### src/rtl/mem_arb_pkg.sv
// Shared types and constants for the instruction/data memory arbiter.
// Holds the FSM state encoding, requester ids and the address-check helper.
package mem_arb_pkg;

  localparam int DEPTH_DEF = 64;

  typedef enum logic [1:0] {
    IDLE   = 2'd0,
    ACCESS = 2'd1,
    RESP   = 2'd2
  } state_e;

  typedef enum logic {
    REQ_I = 1'b0,
    REQ_D = 1'b1
  } req_id_e;

  // Misaligned byte address or word index beyond the memory is an error access.
  function automatic logic addr_err(input logic [31:0] addr, input int unsigned depth);
    return (addr[1:0] != 2'b00) || ({2'b00, addr[31:2]} >= depth[31:0]);
  endfunction

endpackage

### src/rtl/rr_arb2.sv
// Two-way request arbiter (fetch vs data) with a last-grant pointer.
// DATA_PRIO=1 lets data win every tie; otherwise ties alternate.
module rr_arb2 #(
  parameter int DATA_PRIO = 0
) (
  input  logic Clk,
  input  logic Rst_n,
  input  logic en,
  input  logic ireq,
  input  logic dreq,
  output logic igrant,
  output logic dgrant
);

  logic last_d_r;
  logic pick_d_s;

  // Choose the winner; the pointer starts at "fetch" so the first tie goes to data.
  always_comb begin
    pick_d_s = 1'b0;
    if (dreq && ireq) begin
      pick_d_s = (DATA_PRIO != 0) ? 1'b1 : ~last_d_r;
    end else if (dreq) begin
      pick_d_s = 1'b1;
    end else begin
      pick_d_s = 1'b0;
    end
    dgrant = en & dreq & pick_d_s;
    igrant = en & ireq & ~pick_d_s;
  end

  // Remember which port was granted last.
  always_ff @(posedge Clk or negedge Rst_n) begin
    if (!Rst_n) begin
      last_d_r <= 1'b0;
    end else if (dgrant) begin
      last_d_r <= 1'b1;
    end else if (igrant) begin
      last_d_r <= 1'b0;
    end else begin
      last_d_r <= last_d_r;
    end
  end

endmodule

### src/rtl/mem_arbiter.sv
// Shares one single-port memory between an instruction-fetch port and a data port.
// Each accepted request takes three cycles: grant, memory access, response.
module mem_arbiter
  import mem_arb_pkg::*;
#(
  parameter int DEPTH     = DEPTH_DEF,
  parameter int DATA_PRIO = 0
) (
  input  logic        Clk,
  input  logic        Rst_n,
  input  logic        IReq,
  input  logic [31:0] IAddr,
  output logic        IGnt,
  output logic        IValid,
  output logic [31:0] IRdata,
  input  logic        DReq,
  input  logic        DWe,
  input  logic [31:0] DAddr,
  input  logic [31:0] DWdata,
  output logic        DGnt,
  output logic        DValid,
  output logic [31:0] DRdata,
  output logic        MemWe,
  output logic [31:0] MemAddr,
  output logic [31:0] MemWd,
  input  logic [31:0] MemRd,
  output logic        Err
);

  logic [1:0]  state_r;
  req_id_e     id_r;
  logic        wr_r;
  logic        err_r;
  logic        arb_en_s;
  logic        acc_s;
  logic [31:0] gaddr_s;
  logic        gerr_s;

  // Grants are only possible in IDLE and are suppressed while reset is held.
  always_comb begin
    arb_en_s = Rst_n && (state_r == IDLE);
    acc_s    = IGnt | DGnt;
    gaddr_s  = DGnt ? DAddr : IAddr;
    gerr_s   = addr_err(gaddr_s, DEPTH);
  end

  rr_arb2 #(
    .DATA_PRIO(DATA_PRIO)
  ) u_arb (
    .Clk   (Clk),
    .Rst_n (Rst_n),
    .en    (arb_en_s),
    .ireq  (IReq),
    .dreq  (DReq),
    .igrant(IGnt),
    .dgrant(DGnt)
  );

  // Transaction sequencer.
  always_ff @(posedge Clk or negedge Rst_n) begin
    if (!Rst_n) begin
      state_r <= IDLE;
    end else begin
      case (state_r)
        IDLE:    state_r <= acc_s ? ACCESS : IDLE;
        ACCESS:  state_r <= RESP;
        RESP:    state_r <= IDLE;
        default: state_r <= IDLE;
      endcase
    end
  end

  // Memory-side outputs are loaded on acceptance, so they are live only during ACCESS.
  always_ff @(posedge Clk or negedge Rst_n) begin
    if (!Rst_n) begin
      MemWe   <= 1'b0;
      MemAddr <= 32'd0;
      MemWd   <= 32'd0;
    end else if (acc_s) begin
      MemWe   <= DGnt & DWe & ~gerr_s;
      MemAddr <= {2'b00, gaddr_s[31:2]};
      MemWd   <= DGnt ? DWdata : 32'd0;
    end else begin
      MemWe   <= 1'b0;
      MemAddr <= 32'd0;
      MemWd   <= 32'd0;
    end
  end

  // Requester context for the response phase; fetches never count as stores.
  always_ff @(posedge Clk or negedge Rst_n) begin
    if (!Rst_n) begin
      id_r  <= REQ_I;
      wr_r  <= 1'b0;
      err_r <= 1'b0;
      Err   <= 1'b0;
    end else if (acc_s) begin
      id_r  <= DGnt ? REQ_D : REQ_I;
      wr_r  <= DGnt & DWe;
      err_r <= gerr_s;
      Err   <= Err | gerr_s;
    end else begin
      id_r  <= id_r;
      wr_r  <= wr_r;
      err_r <= err_r;
      Err   <= Err;
    end
  end

  // Responses: capture read data at the end of ACCESS; stores keep the old DRdata.
  always_ff @(posedge Clk or negedge Rst_n) begin
    if (!Rst_n) begin
      IValid <= 1'b0;
      DValid <= 1'b0;
      IRdata <= 32'd0;
      DRdata <= 32'd0;
    end else begin
      IValid <= (state_r == ACCESS) && (id_r == REQ_I);
      DValid <= (state_r == ACCESS) && (id_r == REQ_D);
      if ((state_r == ACCESS) && (id_r == REQ_I)) begin
        IRdata <= err_r ? 32'd0 : MemRd;
      end else begin
        IRdata <= IRdata;
      end
      if ((state_r == ACCESS) && (id_r == REQ_D) && (err_r || !wr_r)) begin
        DRdata <= err_r ? 32'd0 : MemRd;
      end else begin
        DRdata <= DRdata;
      end
    end
  end

endmodule

### config.mk
export PLATFORM = sky130hd
export DESIGN_NAME = mem_arbiter
export DESIGN_NICKNAME = d
export VERILOG_FILES = /design/src/rtl/mem_arb_pkg.sv /design/src/rtl/rr_arb2.sv /design/src/rtl/mem_arbiter.sv
export SDC_FILE = /design/constraint.sdc
export NUM_CORES = 1
export LEC_CHECK = 0
export CAP_MARGIN = 20
export CORE_UTILIZATION = 39
export DETAILED_ROUTE_END_ITERATION = 6
export GPL_ROUTABILITY_DRIVEN = 0
export GPL_TIMING_DRIVEN = 0
export PLACE_DENSITY = 0.8
export SKIP_LAST_GASP = 1
export SYNTH_ARGS = -nofsm -noshare
export SYNTH_HDL_FRONTEND = slang
export SYNTH_SLANG_ARGS = --single-unit
### constraint.sdc
create_clock -name Clk -period 1.8 [get_ports Clk]
set_input_delay 0.45 -clock Clk [delete_from_list [all_inputs] [get_ports Clk]]
set_output_delay 0.45 -clock Clk [all_outputs]
set_load 0.02 [all_outputs]
==> summary.txt, run 1 <==
Floorplan
  • Core box area: 12,600 um2
  • Die footprint: 13,300 um2
  • Ports: 267
  • Die H: 116 um
  • Initial Utilization: 40.0%
  • FP Rows: 41
  • Die X: 116 um

GRT
  • Total Routing Usage GR: 23.8%
  • Remaining global-route overflow: 0
  • Initial antenna violation count: 0
  • Largest net degree at the start of global routing: 43
  • First-pass GRT wire length: 23.5 mm
  • Vias in the first global route: 4,593

Clock tree
  • Worst-skew pair later-pin latency: 400 ps
  • CTS Buf Count: 17
  • TritonCTS clock tree: built
  • Worst-path clk slew: 60 ps
  • Clock Tree Root: clkbuf_16
  • Clock sink count: 135
  • H-tree depth: 4
  • Clock Path Buffers: 2

Timing
  • Pins over their slew limit: 0
  • Final WS setup: -204 ps
  • F_max: 0.499 GHz
  • Max_slew headroom: 64.8%
  • Hold slack: 94.7 ps
  • Fin. Hold Viols: 0
  • Worst Max-Slew Pin Slew: 526 ps
  • Fin crit share: 111%
  • Worst Skew: 9.67 ps
  • Setup violations, final: 2
  • Final min period: 2000 ps
  • RSZ-0062 raised after global routing: true

Power and ir drop
  • Tot Pwr: 11.6 mW
  • Internal power: 7.81 mW
  • Reg power frac: 36.4%
  • Power Density: 1320 nW/um2
  • Clock share of power: 32.4%
  • Combinational share of power: 31.2%
  • Sw Ratio: 32.6%
  • Leakage power: 4.72 nW
  • Switching pwr: 3.77 mW
  • Max IR drop VDD: 0.000536 V

Route
  • Vias per cell: 4.79
  • Final WL: 15.6 mm
  • Drt pass-1 iters: 6
  • Post-route ant nets: 0
  • DRC viols: 0
  • Drt wl/cell: 17.1 um
  • Total number of vias: 4,360
  • DRT iter0 DRCs: 262

Setup path
  • Data required, critical path: 1350 ps
  • Worst Path Buf+Inv: 1
  • Crit path DAT: 1550 ps
  • Critical Path Source Type: register
  • Top delay family on crit path: simple AND/OR/NAND/NOR gates
  • Crit Path Class: register to primary output
  • Max incr delay on CP: 400 ps
  • Crit path max fanout: 3
  • CP max stage cell: dfrtp_1
  • Crit. End Element: primary output
  • Cell-by-cell trace of the critical path: nor3b_4 -> o21a_1 -> nor2b_4 -> buf_6

Min path
  • Hold Crit Class: input pin to asynchronous set/reset pin

Yosys
  • Post-Syn Area: 5030 um2
  • Cell variety after synth: 30
  • Mean Syn Cell Area: 11.8 um2
  • Seq/Total Area, Yosys: 67.2%
  • #FFs+latches synth: 135
  • Yosys warning total: 0
  • Cells after Synth: 426

Final layout
  • Final core occ: 69.9%
  • Fin area: 8780 um2
  • Final #Nets: 858
  • Layout area overhead: 74.8%
  • Antenna diodes: 0
  • Share of layout cells above drive strength 1: 10.2%
  • # fillers: 950

Status
  • Failing checks: setup timing
  • Status: finished, violations left

Job
  • MaxCap Viol Count: 0

Place
  • Hpwl dp: 11.4 mm
  • Placed cell areas: 7920 um2
  • PortBufs: 264
## state kept, by name (all words and copies together) (netlist names)
signal   flops
IValid       1
MemWe        1
wr_r         1
DValid       1
MemAddr     30
DRdata      32
MemWd       32
IRdata      32
Err          1
state_r      2
err_r        1
id_r         1
## cell usage in the layout (no fill, tap or decap), types with 6 or more instances in the layout
master             n
a22o_1            30
and2_1            33
buf_2             12
buf_4             11
buf_6              6
clkbuf_1           8
clkbuf_16         17
clkdlybuf4s50_1  135
dfrtp_1          135
dlygate4sd2_1    100
dlymetal6s2s_1    26
nand2_1           67
nand2b_1          33
nor4_1            11
o21ai_0           64
## cell usage after synthesis
master,number,area [um2]
o21a_1,1,7.51
nor3b_2,1,12.5
nor3_1,1,5.00
a22o_1,30,263
nand4_1,2,12.5
nor3_2,1,10.0
nor4_1,11,68.8
nor2_1,1,3.75
o21ai_0,65,325
a21oi_1,1,5.00
buf_4,3,22.5
nand3b_1,1,7.51
nand3_1,1,5.00
buf_6,5,56.3
nor2b_2,2,17.5
a31oi_1,1,6.26
or4_1,1,7.51
mux2i_1,1,10.0
nand2_1,67,251
and3_1,1,6.26
o21ai_1,2,10.0
nand2b_1,33,206
inv_1,2,7.51
buf_2,12,60.1
conb_1,1,3.75
clkbuf_1,9,33.8
and3_2,1,7.51
o21ai_2,1,8.76
and2_1,33,206
dfrtp_1,135,3380
## power groups by stage
| stage | clock [mW] | combinational [mW] | sequential [mW] |
|---|---|---|---|
| after floorplan | 0 | 0.828 | 5.20 |
| after global placement | 0 | 3.97 | 4.26 |
| after detailed placement | 0 | 4.06 | 4.30 |
| after CTS | 3.79 | 3.64 | 4.22 |
| after global routing | 3.94 | 3.91 | 4.31 |
| final | 3.75 | 3.61 | 4.22 |
## metal layers
layer  part of all wire, %  vias up  global-route usage, %
met3                   7.9       21                   7.37
li1                      -     2052                      -
met4                   1.4        0                   6.93
met5                     0        -                      0
met1                    37     2098                   25.7
met2                    53      189                   44.4
## final timing paths
kind / slack, ps / to / startpoint / depth (start not counted)
max: -200 / IGnt / state_r[0] / 4
min: 90 / DRdata[21] / Rst_n / 2
max reg2reg: 80 / IRdata[9] / state_r[1] / 7
min reg2reg: 470 / IRdata[27] / IRdata[27] / 2
max in group asynchronous: 760 / MemWd[27] / Rst_n / 3
min in group Clk: 470 / IRdata[27] / IRdata[27] / 2
## per-stage QoR
step                      instances  setup TNS (ps)  worst slack [ps]
after floorplan                 427               0               132
after global placement          863         -983910             -5800
after detailed placement        864          -51380             -1560
after CTS                       908            -479              -258
after global routing            910           -1180              -287
final                           910            -390              -204
## layout make-up
| class | count | area (um2) | share of cell area, % |
|---|---|---|---|
| plain buffers | 27 | 159 | 1.81 |
| clock buffers | 22 | 484 | 5.51 |
| clock inverters | 10 | 166 | 1.89 |
| inverters | 2 | 7.51 | 0.0855 |
| multi-input cells | 261 | 1490 | 16.9 |
| flip-flops and latches | 135 | 3380 | 38.5 |
| well taps | 172 | 215 | 2.45 |
| repair buffers | 281 | 2890 | 32.9 |
## timing repair
action	CTS	global route
hold buffers	3	0
pin swaps	2	1
gates resized for setup	120	32
cloned	4	0
buffers inserted	6	2
endpoints found under the hold margin	51	0
endpoints found under the setup margin	168	51
## kinds of logic (layout without fill, tap and decap cells)
family | Yosys count | in the layout | synth area share, %
DFF | 135 | 135 | 67.2
AOI/OAI and AO/OA | 101 | 101 | 12.4
buffers and inverters | 31 | 342 | 3.58
and+or+nand+nor | 157 | 157 | 16.5
other | 1 | 2 | 0.0746
muxes | 1 | 1 | 0.199
Note: power is estimated with default switching activity, not from simulation.
==> inputs of run 2 (changes only) <==
- CAP_MARGIN: 20 -> not set
- CTS_BUF_LIST: not set -> sky130_fd_sc_hd__clkbuf_16
==> run 2 against run 1 <==
The run still ends with setup timing left; setup slack got worse by 1.9 ps; wire length rose by 1.1%; power fell by 1.5%; critical path depth did not move.
==> summary.txt, run 2 (synthesis gave the netlist of run 1 again) <==
Final layout
  • Commonest cells after routing, fill and taps aside: 135 x dfrtp_1, 134 x clkdlybuf4s50_1, 101 x dlygate4sd2_1 (was 135 x dfrtp_1, 135 x clkdlybuf4s50_1, 100 x dlygate4sd2_1)
  • Most common cell after layout, fill and taps aside: dfrtp_1
  • Share of layout cells above drive strength 1: 9.63% (was 10.2%)
  • # fillers: 962 (was 950)
  • Biggest regs: DRdata: 32 flops, IRdata: 32 flops, MemWd: 32 flops (unchanged)
  • Final core occ: 69.4% (was 69.9%)
  • Antenna diodes: 0 (unchanged)
  • Final #Nets: 857 (was 858)
  • Non-Filler Instances: 909 (was 910)
  • Layout area overhead: 73.5% (was 74.8%)

Route
  • Vias per cell: 4.82 (was 4.79)
  • Drt pass-1 iters: 4 (was 6)
  • Post-route ant nets: 0 (unchanged)
  • Drt wl/cell: 17.4 um (was 17.1 um)
  • DRT iter0 DRCs: 242 (was 262)
  • DRC viols: 0 (unchanged)
  • Final WL: 15.8 mm (was 15.6 mm)
  • Total number of vias: 4,377 (was 4,360)

Timing
  • Setup TNS: -395 ps (was -390 ps)
  • Worst Skew: 8.89 ps (was 9.67 ps)
  • Setup violations, final: 2 (unchanged)
  • RSZ-0062 raised after global routing: true (unchanged)
  • Final min period: 2010 ps (was 2000 ps)
  • Fin. Hold Viols: 0 (unchanged)
  • Final WS setup: -206 ps (was -204 ps)
  • Worst Max-Slew Pin Slew: 1130 ps (was 526 ps)
  • F_max: 0.499 GHz (about the same)
  • Fin crit share: 111% (about the same)
  • Max_slew headroom: 24.5% (was 64.8%)
  • Pins over their slew limit: 0 (unchanged)

Setup path
  • Crit. End Element: primary output (unchanged)
  • Crit path DAT: 1560 ps (was 1550 ps)
  • Crit Path Class: register to primary output (unchanged)
  • Critical Path Source Type: register (unchanged)
  • Crit path max fanout: 3 (unchanged)
  • Data required, critical path: 1350 ps (about the same)

Floorplan
  • Initial Utilization: 40.0% (unchanged)
  • Die footprint: 13,300 um2 (unchanged)
  • Die H: 116 um (unchanged)
  • Die X: 116 um (unchanged)
  • FP Rows: 41 (unchanged)
  • Core box area: 12,600 um2 (unchanged)
  • Ports: 267 (unchanged)

GRT
  • First-pass GRT wire length: 23.8 mm (was 23.5 mm)
  • Initial antenna violation count: 0 (unchanged)
  • Largest net degree at the start of global routing: 43 (unchanged)
  • Total Routing Usage GR: 24.2% (was 23.8%)
  • Remaining global-route overflow: 0 (unchanged)
  • Vias in the first global route: 4,605 (was 4,593)

Place
  • Hpwl dp: 11.4 mm (unchanged)
  • PortBufs: 264 (unchanged)
  • DP Worst Slack: -1560 ps (unchanged)
  • Placed insts: 864 (unchanged)

Clock tree
  • Clock Path Buffers: 2 (unchanged)
  • Worst-skew pair later-pin latency: 410 ps (was 400 ps)
  • Clock Tree Root: clkbuf_16 (unchanged)
  • Worst-path clk slew: 50 ps (was 60 ps)
  • H-tree depth: 4 (unchanged)
  • TritonCTS clock tree: built (unchanged)
  • Clock sink count: 135 (unchanged)
  • CTS Buf Count: 17 (unchanged)

Power and ir drop
  • Power Density: 1310 nW/um2 (was 1320 nW/um2)
  • Leakage power: 4.70 nW (was 4.72 nW)
  • Max IR drop VDD: 0.000549 V (was 0.000536 V)
  • Tot Pwr: 11.4 mW (was 11.6 mW)

Job
  • MaxCap Viol Count: 0 (unchanged)

Status
  • Failing checks: setup timing (unchanged)
  • Status: finished, violations left (unchanged)

Min path
  • Hold Crit Class: input pin to asynchronous set/reset pin (unchanged)
[run 2: power by group]
| group | internal [mW] | switching, mW | total (mW) | leakage [nW] |
|---|---|---|---|---|
| clock network | 2.30 | 1.27 | 3.57 | 0.295 |
| registers | 3.82 | 0.406 | 4.22 | 1.80 |
| logic | 1.51 | 2.11 | 3.62 | 2.60 |
| total | 7.62 | 3.79 | 11.4 | 4.70 |
[run 2: timing repair]
action / CTS / global route
hold buffers: 3 / 0
endpoints found under the hold margin: 51 / 0
buffers inserted: 6 / 2
resized for setup: 121 / 34
pin swaps: 2 / 1
endpoints found under the setup margin: 169 / 56
gates cloned: 4 / 0
[run 2: final cells by class]
cell class,instances,area [um2],share of cell area (%)
clock inverter,15,185,2.12
timing repair buffer,280,2860,32.8
sequential,135,3380,38.7
inverter,2,7.51,0.0861
tap,172,215,2.47
buffer,27,163,1.87
multi-input combinational,261,1490,17.0
clock buffer,17,425,4.88
[run 2: path summary, 6_finish.rpt]
| kind | start | end | slack [ps] | cells past startpoint |
|---|---|---|---|---|
| min reg2reg | IRdata[27] | IRdata[27] | 470 | 2 |
| min | Rst_n | IRdata[25] | 100 | 2 |
| min in group Clk | IRdata[27] | IRdata[27] | 470 | 2 |
| max in group asynchronous | Rst_n | MemAddr[10] | 270 | 2 |
| max | state_r[0] | IGnt | -210 | 4 |
| max reg2reg | state_r[1] | DRdata[22] | 80 | 7 |
[run 2: routing by layer]
metal | share of wire [%] | track usage [%] | vias up | wire length, um
li1 | - | - | 2040 | -
met1 | 37 | 25.9 | 2108 | 5880
met2 | 54 | 45.6 | 212 | 8480
met3 | 8.0 | 7.58 | 17 | 1260
met4 | 1.0 | 6.41 | 0 | 161
met5 | 0 | 0 | - | 0
[run 2: worst max-delay path: stages (launching register included)]
cell and delay [ps]:
dfrtp_1 400, nor3b_4 240, o21a_1 170, nor2b_4 200, buf_6 140
[run 2: metrics by stage]
stage / hold WS [ps] / instance area [um2]
4_1_cts: 87.9 / 8640
6_report: 105 / 8720
3_5_place_dp: 425 / 7920
5_1_grt: 93.8 / 8720
3_3_place_gp: 457 / 7890
2_1_floorplan: 154 / 5030
